===== src/rtl/usb_pkg.sv =====
// Shared definitions for the FT245 USB FIFO interface (transmit and receive sides).
package usb_pkg;

  localparam int BYTE_W  = 8;
  localparam int ENTRY_W = BYTE_W + 1;

  localparam int DEF_DEPTH     = 16;
  localparam int DEF_SETUP_CYC = 2;
  localparam int DEF_WR_CYC    = 5;
  localparam int DEF_RECOV_CYC = 8;
  localparam int DEF_SI_CYC    = 4;

  typedef enum logic [2:0] {
    IDLE,
    SETUP,
    STROBE,
    HOLD,
    RECOV,
    SI
  } tx_state_t;

  function automatic int max_of(input int a, input int b);
    return (a > b) ? a : b;
  endfunction

endpackage


===== src/rtl/usb_tx_if.sv =====
// Producer-side byte stream into the USB transmit FIFO.
interface usb_tx_if;
  import usb_pkg::*;

  logic [BYTE_W-1:0] tx_data;
  logic              tx_valid;
  logic              tx_last;
  logic              tx_ready;

  modport master (output tx_data, output tx_valid, output tx_last, input tx_ready);
  modport slave  (input tx_data, input tx_valid, input tx_last, output tx_ready);

endinterface


===== src/rtl/usb_tx_fifo.sv =====
// Synchronous FIFO holding {last, data} entries; extra pointer MSB separates full from empty.
module usb_tx_fifo
  import usb_pkg::*;
#(
  parameter int DEPTH = DEF_DEPTH
) (
  input  logic                         clk,
  input  logic                         rst_n,
  input  logic                         push,
  input  logic [ENTRY_W-1:0]           wdata,
  input  logic                         pop,
  output logic [ENTRY_W-1:0]           rdata,
  output logic                         full,
  output logic                         empty,
  output logic [$clog2(DEPTH+1)-1:0]   level
);

  localparam int AW = $clog2(DEPTH);

  logic [ENTRY_W-1:0] mem [DEPTH];
  logic [AW:0]        wr_ptr;
  logic [AW:0]        rd_ptr;
  logic               push_ok;
  logic               pop_ok;

  assign full    = (wr_ptr[AW] != rd_ptr[AW]) && (wr_ptr[AW-1:0] == rd_ptr[AW-1:0]);
  assign empty   = (wr_ptr == rd_ptr);
  assign level   = wr_ptr - rd_ptr;
  assign rdata   = mem[rd_ptr[AW-1:0]];
  assign push_ok = push && !full;
  assign pop_ok  = pop && !empty;

  always_ff @(posedge clk or negedge rst_n) begin
    if (!rst_n) begin
      wr_ptr <= '0;
      rd_ptr <= '0;
    end else begin
      if (push_ok) wr_ptr <= wr_ptr + 1'b1;
      if (pop_ok)  rd_ptr <= rd_ptr + 1'b1;
    end
  end

  // Storage is not reset; stale entries are unreachable once the pointers clear.
  always_ff @(posedge clk) begin
    if (push_ok) mem[wr_ptr[AW-1:0]] <= wdata;
  end

endmodule


===== src/rtl/usb_tx.sv =====
// FT245 transmit engine: buffers producer bytes and writes them to the device under TXE#.
module usb_tx
  import usb_pkg::*;
#(
  parameter int DEPTH     = DEF_DEPTH,
  parameter int SETUP_CYC = DEF_SETUP_CYC,
  parameter int WR_CYC    = DEF_WR_CYC,
  parameter int RECOV_CYC = DEF_RECOV_CYC,
  parameter int SI_CYC    = DEF_SI_CYC
) (
  input  logic                        clk,
  input  logic                        rst_n,
  usb_tx_if.slave                     bus,
  output logic [$clog2(DEPTH+1)-1:0]  fifo_level,
  input  logic                        txe,
  input  logic                        rx_busy,
  output logic                        tx_busy,
  output logic                        wr,
  output logic [BYTE_W-1:0]           d_out,
  output logic                        d_oe,
  output logic                        si_n
);

  localparam int CNT_W = $clog2(max_of(max_of(SETUP_CYC, WR_CYC), max_of(RECOV_CYC, SI_CYC)) + 1);
  localparam logic [CNT_W-1:0] SETUP_END = CNT_W'(SETUP_CYC - 1);
  localparam logic [CNT_W-1:0] WR_END    = CNT_W'(WR_CYC - 1);
  localparam logic [CNT_W-1:0] RECOV_END = CNT_W'(RECOV_CYC - 1);
  localparam logic [CNT_W-1:0] SI_END    = CNT_W'(SI_CYC - 1);

  tx_state_t          state;
  logic [CNT_W-1:0]   cnt;
  logic               last_q;
  logic               txe_meta;
  logic               txe_s;
  logic               full;
  logic               empty;
  logic               start;
  logic [ENTRY_W-1:0] head;

  usb_tx_fifo #(.DEPTH(DEPTH)) u_fifo (
    .clk   (clk),
    .rst_n (rst_n),
    .push  (bus.tx_valid),
    .wdata ({bus.tx_last, bus.tx_data}),
    .pop   (start),
    .rdata (head),
    .full  (full),
    .empty (empty),
    .level (fifo_level)
  );

  assign bus.tx_ready = !full;
  assign start        = (state == IDLE) && !empty && !txe_s && !rx_busy;
  assign tx_busy      = start || (state == SETUP) || (state == STROBE) || (state == HOLD);

  // TXE# is asynchronous; both flops reset to "device not ready".
  always_ff @(posedge clk or negedge rst_n) begin
    if (!rst_n) begin
      txe_meta <= 1'b1;
      txe_s    <= 1'b1;
    end else begin
      txe_meta <= txe;
      txe_s    <= txe_meta;
    end
  end

  // Each phase counts from zero and leaves when the count reaches its length minus one.
  always_ff @(posedge clk or negedge rst_n) begin
    if (!rst_n) begin
      state  <= IDLE;
      cnt    <= '0;
      last_q <= 1'b0;
      wr     <= 1'b0;
      d_oe   <= 1'b0;
      d_out  <= '0;
      si_n   <= 1'b1;
    end else begin
      cnt <= cnt + 1'b1;
      case (state)
        IDLE: begin
          cnt <= '0;
          if (start) begin
            state  <= SETUP;
            d_out  <= head[BYTE_W-1:0];
            last_q <= head[BYTE_W];
            d_oe   <= 1'b1;
            wr     <= 1'b0;
          end
        end
        SETUP: begin
          if (cnt == SETUP_END) begin
            state <= STROBE;
            wr    <= 1'b1;
            cnt   <= '0;
          end
        end
        STROBE: begin
          if (cnt == WR_END) begin
            state <= HOLD;
            wr    <= 1'b0;
            cnt   <= '0;
          end
        end
        HOLD: begin
          state <= RECOV;
          d_oe  <= 1'b0;
          cnt   <= '0;
        end
        RECOV: begin
          if (cnt == RECOV_END) begin
            cnt <= '0;
            if (last_q) begin
              state <= SI;
              si_n  <= 1'b0;
            end else begin
              state <= IDLE;
            end
          end
        end
        SI: begin
          if (cnt == SI_END) begin
            state <= IDLE;
            si_n  <= 1'b1;
            cnt   <= '0;
          end
        end
        default: begin
          state <= IDLE;
          cnt   <= '0;
        end
      endcase
    end
  end

endmodule

===== src/flat_wrapper.sv =====
// flat-port wrapper written by rule: the top's interface ports become plain ports
module usb_tx_flat import usb_pkg::*;
#(
  parameter int DEPTH     = DEF_DEPTH,
  parameter int SETUP_CYC = DEF_SETUP_CYC,
  parameter int WR_CYC    = DEF_WR_CYC,
  parameter int RECOV_CYC = DEF_RECOV_CYC,
  parameter int SI_CYC    = DEF_SI_CYC
)
  (clk, rst_n, fifo_level, txe, rx_busy, tx_busy, wr, d_out, d_oe, si_n, bus_tx_data, bus_tx_valid, bus_tx_last, bus_tx_ready);
  usb_tx_if bus_i ();
  input  logic clk;
  input  logic rst_n;
  output logic [$clog2(DEPTH+1)-1:0] fifo_level;
  input  logic txe;
  input  logic rx_busy;
  output logic tx_busy;
  output logic wr;
  output logic [BYTE_W-1:0] d_out;
  output logic d_oe;
  output logic si_n;
  input wire logic [$bits(bus_i.tx_data)-1:0] bus_tx_data;
  input wire logic [$bits(bus_i.tx_valid)-1:0] bus_tx_valid;
  input wire logic [$bits(bus_i.tx_last)-1:0] bus_tx_last;
  output wire logic [$bits(bus_i.tx_ready)-1:0] bus_tx_ready;
  assign bus_i.tx_data = bus_tx_data;
  assign bus_i.tx_valid = bus_tx_valid;
  assign bus_i.tx_last = bus_tx_last;
  assign bus_tx_ready = bus_i.tx_ready;
  usb_tx #(.DEPTH(DEPTH), .SETUP_CYC(SETUP_CYC), .WR_CYC(WR_CYC), .RECOV_CYC(RECOV_CYC), .SI_CYC(SI_CYC)) u_core (.clk(clk), .rst_n(rst_n), .bus(bus_i), .fifo_level(fifo_level), .txe(txe), .rx_busy(rx_busy), .tx_busy(tx_busy), .wr(wr), .d_out(d_out), .d_oe(d_oe), .si_n(si_n));
endmodule

===== config.mk =====
export PLATFORM = sky130hd
export DESIGN_NAME = usb_tx_flat
export DESIGN_NICKNAME = d
export VERILOG_FILES = /design/src/rtl/usb_pkg.sv /design/src/rtl/usb_tx_if.sv /design/src/rtl/usb_tx_fifo.sv /design/src/rtl/usb_tx.sv /design/src/flat_wrapper.sv
export SDC_FILE = /design/constraint.sdc
export NUM_CORES = 1
export LEC_CHECK = 0
export BUFFER_PORTS_ARGS = -buffer_cell sky130_fd_sc_hd__buf_2
export CAP_MARGIN = 10
export CELL_PAD_IN_SITES_DETAIL_PLACEMENT = 1
export CELL_PAD_IN_SITES_GLOBAL_PLACEMENT = 2
export CORE_AREA = 2 2 137 139
export DETAILED_ROUTE_END_ITERATION = 10
export DIE_AREA = 0 0 139 141
export PLACE_DENSITY = 0.75
export SYNTH_ARGS = -nofsm -noshare
export SYNTH_HDL_FRONTEND = slang
export SYNTH_SLANG_ARGS = --single-unit

===== constraint.sdc =====
create_clock -name clk -period 2.8 [get_ports clk]
set_input_delay 0 -clock clk [delete_from_list [all_inputs] [get_ports clk]]
set_output_delay 0 -clock clk [all_outputs]
set_load 0.02 [all_outputs]

==> impl_metrics.tcl, run 1 <==
set metrics [dict create \
    finalSetupViolations 0 \
    insertedDiodeCount 0 \
    post-route-period-util 0.838 \
    insertion_delay_ns 0.43 \
    skew_ns 0.00810 \
    required_ns 2.93 \
    core_um2 18300 \
    setup_ws_ns 0.453 \
    drtIter0Drc 233 \
    grt_pass1_vias 4193 \
    grtUsageTotal 0.175 \
    fmax_mhz 426 \
    via_per_inst 5.34 \
    grt-ovfl-total 0 \
    gp_congestion 0.793 \
    htree_num_levels 4 \
    netlist_instances 437 \
    endpoint "u_core.u_fifo.mem[2][1]$_DFFE_PP_" \
    startpoint "u_core.u_fifo.wr_ptr[0]$_DFFE_PN0P_" \
    critPathMaxFanout 9 \
    rrSetupSlack_ns 0.45 \
    tightest_slew_ns 0.917 \
    numPortBuffers 31 \
    dp_hpwl_um 10600 \
    die_width_um 139 \
    ant_nets 0 \
    cts_root_buf "clkbuf_16" \
    r2r_cells 8 \
    rr_startpoint "u_core.u_fifo.wr_ptr[0]$_DFFE_PN0P_" \
    period_needed_ns 2.35 \
    r2r_end "u_core.u_fifo.mem[2][1]$_DFFE_PP_" \
    ys_ff_latch 175 \
    grt_pass1_wl_um 25400 \
    power.static_leakage_nw 3.05 \
    fin_setup_tns_ns 0 \
    avgRoutedWirePerCell_um 21.8 \
    routed_wl_um 16200 \
    yosysTopAreaCell "edfxtp_1" \
    syn-num-nets 464 \
    numCtsBuffers 17 \
    slew_violations 0 \
    drc 0 \
    startpoint_type "flop" \
    worst_hold_slack_ns 0.0258 \
    cts_buffer_depth 2 \
    crit_type "reg -> reg" \
    grt_max_degree 43 \
    syn-cell-area_um2 7270 \
    avgSynthCellArea_um2 16.6 \
    via_count 3977 \
    status "finished, final reports clean" \
    crit_arrival_ns 2.48 \
    die-area_um2 19600 \
    dp_slack_ns 0.468 \
    cts_tree "built" \
    postCtsSetupBuffers 0 \
    syn2layout_area_growth_pct 15.5 \
    p_per_area_nw_per_um2 1040 \
    max_slew_margin 0.387 \
    synth_seq_area_share 0.702 \
    drtPass1Iterations 4 \
    cts.sinks 175 \
    finalHoldViolations 0 \
    holdCritPathClass "in -> reg" \
    yosys-top-cells-area "edfxtp_1 60%, dfrtp_1 9.6%, mux4_1 5.8%, mux2i_1 5.0%, ha_1 2.1%" \
    synth_top_area_share 0.595 \
    rsz0062_at_grt "false" \
    pin_count 32 \
    synth_warnings 0 \
    nNetsFinal 525 \
    critPathCaptureType "flop" \
    die_y_um 141 \
    initial_core_util 0.398 \
    yosysUniqueCellTypes 53 \
    nFillCells 1790 \
    row_count 50 \
    clk_pin_slew_ns 0.07 \
    irDropWorstVdd_mv 0.599 \
    antenna_found_initial 0 \
    layout-drive-gt1-share 0.190 \
    cap_violations 0 \
]
[flip-flops by register name (all words and copies together) (netlist names)]
register              flops
u_core.txe_meta           1
u_core.cnt                4
u_core.d_out              8
u_core.wr                 1
u_core.d_oe               1
u_core.txe_s              1
u_core.u_fifo.wr_ptr      5
u_core.u_fifo.mem       144
u_core.u_fifo.rd_ptr      5
u_core.state              3
u_core.last_q             1
u_core.si_n               1
[per-layer routing]
| layer | vias up | GRT usage | part of all wire |
|---|---|---|---|
| met2 | 79 | 0.277 | 0.47 |
| li1 | 1831 | - | - |
| met3 | 21 | 0.0360 | 0.033 |
| met1 | 2046 | 0.244 | 0.48 |
| met4 | 0 | 0.0617 | 0.020 |
| met5 | - | 0 | 0 |
[layout make-up]
type,count,area [um^2],share of cell area
Timing Repair Buffer,63,418,0.0498
Clock buffer,17,425,0.0507
Inverter,16,60.1,0.00716
Tap cell,234,293,0.0349
Clock inverter,15,146,0.0174
Multi-Input combinational cell,225,1950,0.232
Sequential cell,175,5100,0.608
[power by group]
group,internal (W),switching [W]
combinational,0.00116,0.00184
sequential,0.00322,0.000219
clock,0.00125,0.00105
total,0.00564,0.00312
[cell families after synthesis]
| kind of cell | count (synthesis) | synth area share |
|---|---|---|
| adders and majority gates | 13 | 0.0234 |
| AOI/OAI and AO/OA | 72 | 0.0642 |
| xor gates and xnor gates | 14 | 0.0179 |
| and+or+nand+nor | 72 | 0.0486 |
| buffers and inverters | 37 | 0.0300 |
| DFF | 175 | 0.702 |
| muxes | 54 | 0.114 |
[timing repair]
action / 4_1_cts / 5_1_grt
hold buffers: 9 / 0
gates resized for setup: 0 / 0
hold endpoints to repair: 122 / 0
setup endpoints to repair: 0 / 0
[worst min path at each step]
stage                    from                                  to  slack, ns  depth (start not counted)
3_3_place_gp              txe           u_core.txe_meta$_DFF_PN1_       0.11                          1
2_1_floorplan           rst_n             u_core.cnt[0]$_DFF_PN0_      -0.30                          0
5_1_grt        bus_tx_data[7]   u_core.u_fifo.mem[0][7]$_DFFE_PP_       0.01                          1
4_1_cts        bus_tx_data[7]   u_core.u_fifo.mem[1][7]$_DFFE_PP_      0.004                          1
3_5_place_dp              txe           u_core.txe_meta$_DFF_PN1_       0.11                          1
6_report       bus_tx_data[6]  u_core.u_fifo.mem[13][6]$_DFFE_PP_       0.03                          1
[synthesized netlist by cell type (all sizes together)]
| master | instances |
|---|---|
| a21boi | 1 |
| o211a | 1 |
| xnor2 | 11 |
| nor2b | 5 |
| o211ai | 1 |
| a31oi | 10 |
| nand2b | 3 |
| nand4 | 3 |
| and3 | 1 |
| mux2i | 36 |
| nor2 | 27 |
| clkbuf | 5 |
| o311ai | 1 |
| nand2 | 13 |
| o21a | 1 |
| o31ai | 1 |
| edfxtp | 144 |
| inv | 16 |
| or3b | 2 |
| a21oi | 14 |
| a31o | 1 |
| ha | 12 |
| o2111ai | 1 |
| xor2 | 3 |
| a221oi | 9 |
| and2 | 3 |
| a21o | 2 |
| nand3 | 2 |
| a22oi | 1 |
| a32oi | 1 |
| fa | 1 |
| o32ai | 1 |
| mux4 | 18 |
| dfrtp | 28 |
| o21ai | 16 |
| nor3b | 2 |
| o2bb2ai | 1 |
| nor3 | 7 |
| o22ai | 9 |
| nand3b | 3 |
| buf | 16 |
| dfstp | 3 |
| and4 | 1 |
[critical path, cell delays in order, from the launching register on]
cell and delay (ns):
dfrtp_1 0.40, inv_1 0.12, ha_1 0.35, and4_1 0.24, a21boi_2 0.16, buf_4 0.19, nand2_1 0.14, nor3_1 0.21
buf_4 0.23
[layout by cell type (no fill, tap or decap), drive strengths merged, types with 2 or more instances in the layout]
cell type    instances
edfxtp             144
buf                 54
mux2i               36
dfrtp               28
nor2                27
inv                 25
mux4                18
clkbuf              17
o21ai               16
a21oi               14
nand2               13
ha                  12
xnor2               11
a31oi               10
a221oi               9
o22ai                9
dlygate4sd3          9
nor3                 7
nor2b                5
nand2b               3
nand3b               3
and2                 3
nand4                3
clkinv               3
dfstp                3
xor2                 3
nor3b                2
a21o                 2
nand3                2
clkinvlp             2
or3b                 2
[stage by stage]
stage / area, um^2 / total power [W] / utilization / instances
2_1_floorplan: 7270 / 0.00562 / - / 437
3_3_place_gp: 7730 / 0.00640 / 0.423 / 704
3_5_place_dp: 7730 / 0.00649 / 0.423 / 704
4_1_cts: 8390 / 0.00882 / 0.459 / 745
5_1_grt: 8390 / 0.00923 / 0.459 / 745
6_report: 8390 / 0.00875 / 0.459 / 745
No activity file was read; power rests on OpenSTA's default activity.
==> run 2: changes to the inputs <==
--- a/config.mk
+++ b/config.mk
@@ -9,10 +9,10 @@
 export CAP_MARGIN = 10
 export CELL_PAD_IN_SITES_DETAIL_PLACEMENT = 1
 export CELL_PAD_IN_SITES_GLOBAL_PLACEMENT = 2
-export CORE_AREA = 2 2 137 139
+export CORE_AREA = 2 2 129 131
 export DETAILED_ROUTE_END_ITERATION = 10
-export DIE_AREA = 0 0 139 141
-export PLACE_DENSITY = 0.75
+export DIE_AREA = 0 0 131 133
+export PLACE_DENSITY = 0.8
 export SYNTH_ARGS = -nofsm -noshare
 export SYNTH_HDL_FRONTEND = slang
 export SYNTH_SLANG_ARGS = --single-unit
==> constraint.sdc (replaced) <==
create_clock -name clk -period 2.3 [get_ports clk]
set_input_delay 0 -clock clk [delete_from_list [all_inputs] [get_ports clk]]
set_output_delay 0 -clock clk [all_outputs]
set_load 0.02 [all_outputs]
==> run 2 against run 1 <==
Critical endpoint is now u_core.u_fifo.mem[1][8]$_DFFE_PP_. Clock power grew 13%. Total power grew 24%. Final cell count shrank 0.54%. First-iteration DRC count shrank 3.0%.
==> impl_metrics.tcl, run 2 (same netlist as run 1, synthesis figures left out) <==
set metrics [dict create \
    die_y_um 133 \
    numPortBuffers 31 \
    die-area_um2 17400 \
    path_cells "ha_1 > and4_1 > a21boi_4 > nand2_1 > nor3_4 > buf_12" \
    layout-drive-gt1-share 0.240 \
    grt_max_degree 58 \
    critPathMaxStageDelay_ns 0.43 \
    finalSetupViolations 0 \
    multiInputGateArea_um2 2040 \
    gp_congestion 0.767 \
    rsz0062_at_grt "false" \
    nNetsFinal 535 \
    hold_end "u_core.u_fifo.mem[8][0]$_DFFE_PP_" \
    drtIter0Drc 226 \
    htree_num_levels 4 \
    slew_violations 0 \
    dp_slack_ns -0.0244 \
    grt_pass1_wl_um 25600 \
    crit_path_top_delay_cell "dfrtp_2" \
    fin_cells 741 \
    die_width_um 131 \
    finalHoldViolations 0 \
    core_um2 16200 \
    grt_pass1_vias 4252 \
    initial_core_util 0.449 \
    cts_root_buf "clkbuf_16" \
    fmax_mhz 456 \
    required_ns 2.45 \
    setup_ws_ns 0.107 \
    antenna_found_initial 0 \
    avgRoutedWirePerCell_um 22.6 \
    rr_startpoint "u_core.u_fifo.rd_ptr[0]$_DFFE_PN0P_" \
    cap_violations 0 \
    worstHoldStart "bus_tx_data[0]" \
    cts_buffer_depth 2 \
    drc 0 \
    largest_reg_flops 144 \
    rrSetupSlack_ns 0.11 \
    routed_wl_um 16700 \
    skew_ns 0.0168 \
    dp_hpwl_um 11200 \
    holdCritPathClass "in -> reg" \
    r2r_cells 6 \
    tightest_slew_ns 0.771 \
    via_count 4066 \
    startpoint_type "flop" \
    cp_top_family "simple AND/OR/NAND/NOR gates" \
    min_path_cells 1 \
    syn2layout_area_growth_pct 17.8 \
    crit_arrival_ns 2.34 \
    clk_pin_slew_ns 0.07 \
    irDropWorstVdd_mv 0.699 \
    startpoint "u_core.u_fifo.rd_ptr[0]$_DFFE_PN0P_" \
    nFillCells 1532 \
    row_count 47 \
    max_slew_margin 0.486 \
    placedCellCount 700 \
    cts_tree "built" \
    final_cell_mix "144 x edfxtp_1, 36 x mux2i_1, 32 x buf_4" \
    crit_type "reg -> reg" \
    cts.sinks 175 \
    via_per_inst 5.49 \
    status "finished, final reports clean" \
    grt-ovfl-total 0 \
    p_per_area_nw_per_um2 1270 \
    pin_count 32 \
    power.static_leakage_nw 3.12 \
    numCtsBuffers 17 \
    post-route-period-util 0.953 \
    final_common_cell "edfxtp_1" \
    insertion_delay_ns 0.44 \
    seq_area_um2 5100 \
    grtUsageTotal 0.206 \
    period_needed_ns 2.19 \
    insertedDiodeCount 0 \
    ant_nets 0 \
    fin_setup_tns_ns 0 \
    drtPass1Iterations 4 \
    crit_buf_inv 1 \
    r2r_end "u_core.u_fifo.mem[1][8]$_DFFE_PP_" \
    critPathMaxFanout 9 \
    critPathCaptureType "flop" \
]
run 2: changes by cell type in the layout (fill, tap and decap cells not counted), sizes merged:
| cell | delta |
|---|---|
| buf | +14 |
| clkinv | +4 |
| dlygate4sd3 | -4 |
| inv | -3 |
| bufinv | -1 |
| clkbuf | +1 |
| clkinvlp | -1 |
run 2: cell type report:
| type | instances | area share |
|---|---|---|
| Inverter | 16 | 0.00702 |
| Tap cell | 220 | 0.0322 |
| Multi-Input combinational cell | 225 | 0.238 |
| Clock buffer | 18 | 0.0502 |
| Timing Repair Buffer | 73 | 0.0638 |
| Sequential cell | 175 | 0.597 |
| Clock inverter | 14 | 0.0124 |
run 2: power by group:
part / internal [W] / total, W / switching [W]
Sequential: 0.00392 / 0.00417 / 0.000249
Combinational: 0.00161 / 0.00403 / 0.00242
Clock: 0.00140 / 0.00262 / 0.00123
run 2: per-stage QoR:
| step | instance area, um^2 | util | hold WS, ns | power [W] |
|---|---|---|---|---|
| global route | 8560 | 0.529 | 0.00748 | 0.0114 |
| finish | 8560 | 0.529 | 0.0100 | 0.0108 |
| CTS | 8540 | 0.528 | 0.00389 | 0.0109 |
| detailed placement | 7940 | 0.491 | 0.110 | 0.00825 |
| floorplan | 7360 | - | -0.296 | 0.00695 |
| global placement | 7940 | 0.491 | 0.102 | 0.00809 |
run 2: how the worst max path moves through the flow:
stage          cells after the start                            endpoint  slack [ns]
2_1_floorplan                      7  u_core.u_fifo.mem[10][0]$_DFFE_PP_      -0.006
3_3_place_gp                       5   u_core.u_fifo.mem[0][5]$_DFFE_PP_        0.10
3_5_place_dp                       5   u_core.u_fifo.mem[0][7]$_DFFE_PP_       -0.02
4_1_cts                            6   u_core.u_fifo.mem[0][6]$_DFFE_PP_         0.1
5_1_grt                            7   u_core.u_fifo.mem[1][6]$_DFFE_PP_        0.01
6_report                           6   u_core.u_fifo.mem[1][8]$_DFFE_PP_        0.11
run 2: timing repair:
item,4_1_cts,5_1_grt
endpoints found under the hold margin,62,0
setup buffers,2,2
resized for setup,0,1
pin swaps,1,2
endpoints found under the setup margin,9,8
hold buffers,5,0
run 2: layer usage:
metal | vias up | share of wire | GRT usage
met5 | - | 0 | 0
met1 | 2097 | 0.45 | 0.291
met2 | 101 | 0.48 | 0.319
li1 | 1854 | - | -
met4 | 0 | 0.016 | 0.0638
met3 | 14 | 0.050 | 0.0493
==> run 3: changes to the inputs <==
--- a/config.mk
+++ b/config.mk
@@ -5,13 +5,14 @@
 export SDC_FILE = /design/constraint.sdc
 export NUM_CORES = 1
 export LEC_CHECK = 0
+export ABC_AREA = 1
 export BUFFER_PORTS_ARGS = -buffer_cell sky130_fd_sc_hd__buf_2
 export CAP_MARGIN = 10
 export CELL_PAD_IN_SITES_DETAIL_PLACEMENT = 1
 export CELL_PAD_IN_SITES_GLOBAL_PLACEMENT = 2
-export CORE_AREA = 2 2 129 131
+export CORE_AREA = 2 2 144 146
 export DETAILED_ROUTE_END_ITERATION = 10
-export DIE_AREA = 0 0 131 133
+export DIE_AREA = 0 0 146 148
 export PLACE_DENSITY = 0.8
 export SYNTH_ARGS = -nofsm -noshare
 export SYNTH_HDL_FRONTEND = slang
==> run 3 against run 2 <==
Critical path depth rose by 3. Routed wire length is 23% higher. Cell area grew 6.4%. Count of clock-buffer cells in the layout increased by 1. Die area up 24%. Clock skew is 0.0042 ns lower. Clock power rose by 5%. Maximum frequency fell by 0.62%. Register-to-register slack hardly changed. Non-clock buffer count decreased by 28.
==> impl_metrics.tcl, run 3 <==
set metrics [dict create \
    yosys-top-cells-area "edfxtp_1 55%, nand2_1 10%, dfrtp_1 8.8%, nand3_1 6.4%, inv_1 6.1%" \
    syn-num-nets 814 \
    p_switching_w 0.00474 \
    dp_hpwl_um 13300 \
    insertedDiodeCount 0 \
    largest_reg_flops 144 \
    max_slew_margin 0.519 \
    fin_setup_tns_ns 0 \
    numPortBuffers 31 \
    synth_seq_area_share 0.644 \
    synth_warnings 0 \
    startpoint_type "flop" \
    startpoint "u_core.u_fifo.wr_ptr[0]$_DFFE_PN0P_" \
    ant_nets 0 \
    cts_root_buf "clkbuf_16" \
    grt-ovfl-total 0 \
    synth-edff-count 144 \
    r2r_cells 9 \
    nNetsFinal 854 \
    grt_pass1_vias 5787 \
    htree_num_levels 4 \
    routed_wl_um 20600 \
    antenna_found_initial 0 \
    clock_power_share 0.237 \
    cts_tree "built" \
    p_seq_frac 0.359 \
    power.static_leakage_nw 3.87 \
    setup_ws_ns 0.0938 \
    cts_buffer_depth 2 \
    yosysMostFrequentCell "nand2_1" \
    synth_top_area_share 0.546 \
    p_per_area_nw_per_um2 1280 \
    drc 0 \
    skew_ns 0.0126 \
    yosysUniqueCellTypes 33 \
    cap_violations 0 \
    numCtsBuffers 17 \
    grtUsageTotal 0.200 \
    endpoint "u_core.u_fifo.mem[12][7]$_DFFE_PP_" \
    syn-cell-area_um2 7920 \
    die_y_um 148 \
    rsz0062_at_grt "true" \
    final_common_cell "nand2_1" \
    insertion_delay_ns 0.43 \
    drtIter0Drc 287 \
    grt_pass1_wl_um 32400 \
    rr_startpoint "u_core.u_fifo.wr_ptr[0]$_DFFE_PN0P_" \
    slew_violations 0 \
    crit_type "reg -> reg" \
    holdCritPathClass "in -> reg" \
    r2r_end "u_core.u_fifo.mem[12][7]$_DFFE_PP_" \
    post-route-period-util 0.959 \
    avgRoutedWirePerCell_um 18.6 \
    finalSetupViolations 0 \
    async_flop_share 0.177 \
    drtPass1Iterations 5 \
    synth_common_cells "211 x nand2_1, 144 x edfxtp_1, 129 x inv_1, 101 x nand3_1, 70 x nor2_1" \
    netlist_instances 787 \
    syn2layout_area_growth_pct 14.9 \
    crit_arrival_ns 2.31 \
    via_count 5377 \
    layout-drive-gt1-share 0.144 \
    status "finished, final reports clean" \
    yosysTopAreaCell "edfxtp_1" \
    critPathMaxFanout 9 \
    gp_congestion 0.817 \
    swShare 0.408 \
    nFillCells 2286 \
    required_ns 2.40 \
    avgSynthCellArea_um2 10.1 \
    finalHoldViolations 0 \
    clk_pin_slew_ns 0.06 \
    pin_count 32 \
    row_count 52 \
    core_um2 20000 \
    synthFlopType "edfxtp_1" \
    irDropWorstVdd_mv 0.526 \
    final_cell_mix "207 x nand2_1, 144 x edfxtp_1, 129 x inv_1" \
    rrSetupSlack_ns 0.09 \
    initial_core_util 0.395 \
    die_width_um 146 \
    via_per_inst 4.85 \
    ys_ff_latch 175 \
    grt_max_degree 76 \
    die-area_um2 21600 \
    cts.sinks 175 \
    tightest_slew_ns 0.721 \
    dp_slack_ns 0.0638 \
    internal_power_w 0.00688 \
    critPathCaptureType "flop" \
    fmax_mhz 453 \
    power_frac_comb 0.404 \
    period_needed_ns 2.21 \
]
==> run 3: worst max-delay path, cell delays in order, from the launching register on <==
cell and delay [ns]:
dfrtp_1 0.40, inv_1 0.17, ha_1 0.28, nand2_1 0.12, nor2_4 0.05, nand2_2 0.07
nand2_1 0.11, inv_2 0.17, nand2_2 0.20, nor2_4 0.31
==> run 3: routing by layer <==
layer  GRT usage  vias to the layer above  share of wire
met4      0.0675                        0          0.025
met5           0                        -              0
li1            -                     2595              -
met2       0.325                       95           0.47
met3      0.0367                       32          0.039
met1       0.272                     2655           0.47
==> run 3: stage by stage <==
| stage | instances | power [W] | area (um^2) | utilization | hold slack [ns] |
|---|---|---|---|---|---|
| finish | 1108 | 0.0116 | 9100 | 0.454 | 0.0295 |
| floorplan | 787 | 0.00743 | 8030 | - | -0.296 |
| CTS | 1103 | 0.0117 | 9040 | 0.451 | 0.0145 |
| detailed placement | 1070 | 0.00891 | 8460 | 0.422 | 0.0988 |
| global placement | 1070 | 0.00879 | 8460 | 0.422 | 0.0905 |
| global route | 1108 | 0.0124 | 9100 | 0.454 | 0.0348 |
==> run 3: cell families after synthesis <==
family          synth area share
compound gates           0.00885
simple gates               0.225
buf+inv                   0.0847
flops                      0.644
fa+ha+maj                 0.0215
xor+xnor                  0.0153
==> run 3: timing repair <==
item,CTS,global route
endpoints found under the setup margin,0,87
hold buffers,3,0
gates resized for setup,0,4
endpoints found under the hold margin,30,0
buffers inserted,0,1
==> run 3: area by class of cell <==
type / count / area, um^2 / area share
Sequential cell: 175 / 5100 / 0.561
Multi-Input combinational cell: 453 / 2290 / 0.252
Clock buffer: 19 / 433 / 0.0476
Timing Repair Buffer: 45 / 305 / 0.0335
Inverter: 135 / 509 / 0.0560
Clock inverter: 11 / 118 / 0.0129
Tap cell: 270 / 338 / 0.0371
==> run 3: worst min-delay path by stage <==
stage,start,endpoint,slack [ns],cells past startpoint
floorplan,rst_n,u_core.cnt[0]$_DFF_PN0_,-0.30,0
global placement,rst_n,u_core.wr$_DFFE_PN0P_,0.09,1
detailed placement,rst_n,u_core.wr$_DFFE_PN0P_,0.1,1
CTS,bus_tx_data[2],u_core.u_fifo.mem[10][2]$_DFFE_PP_,0.01,1
global route,bus_tx_data[6],u_core.u_fifo.mem[10][6]$_DFFE_PP_,0.03,1
finish,bus_tx_data[7],u_core.u_fifo.mem[7][7]$_DFFE_PP_,0.03,1
==> run 3: power groups by stage <==
stage	sequential [W]	clock, W	combinational (W)
6_report	0.00417	0.00275	0.00470
5_1_grt	0.00422	0.00292	0.00525
4_1_cts	0.00417	0.00280	0.00470
3_5_place_dp	0.00424	0	0.00467
3_3_place_gp	0.00421	0	0.00458
2_1_floorplan	0.00430	0	0.00313
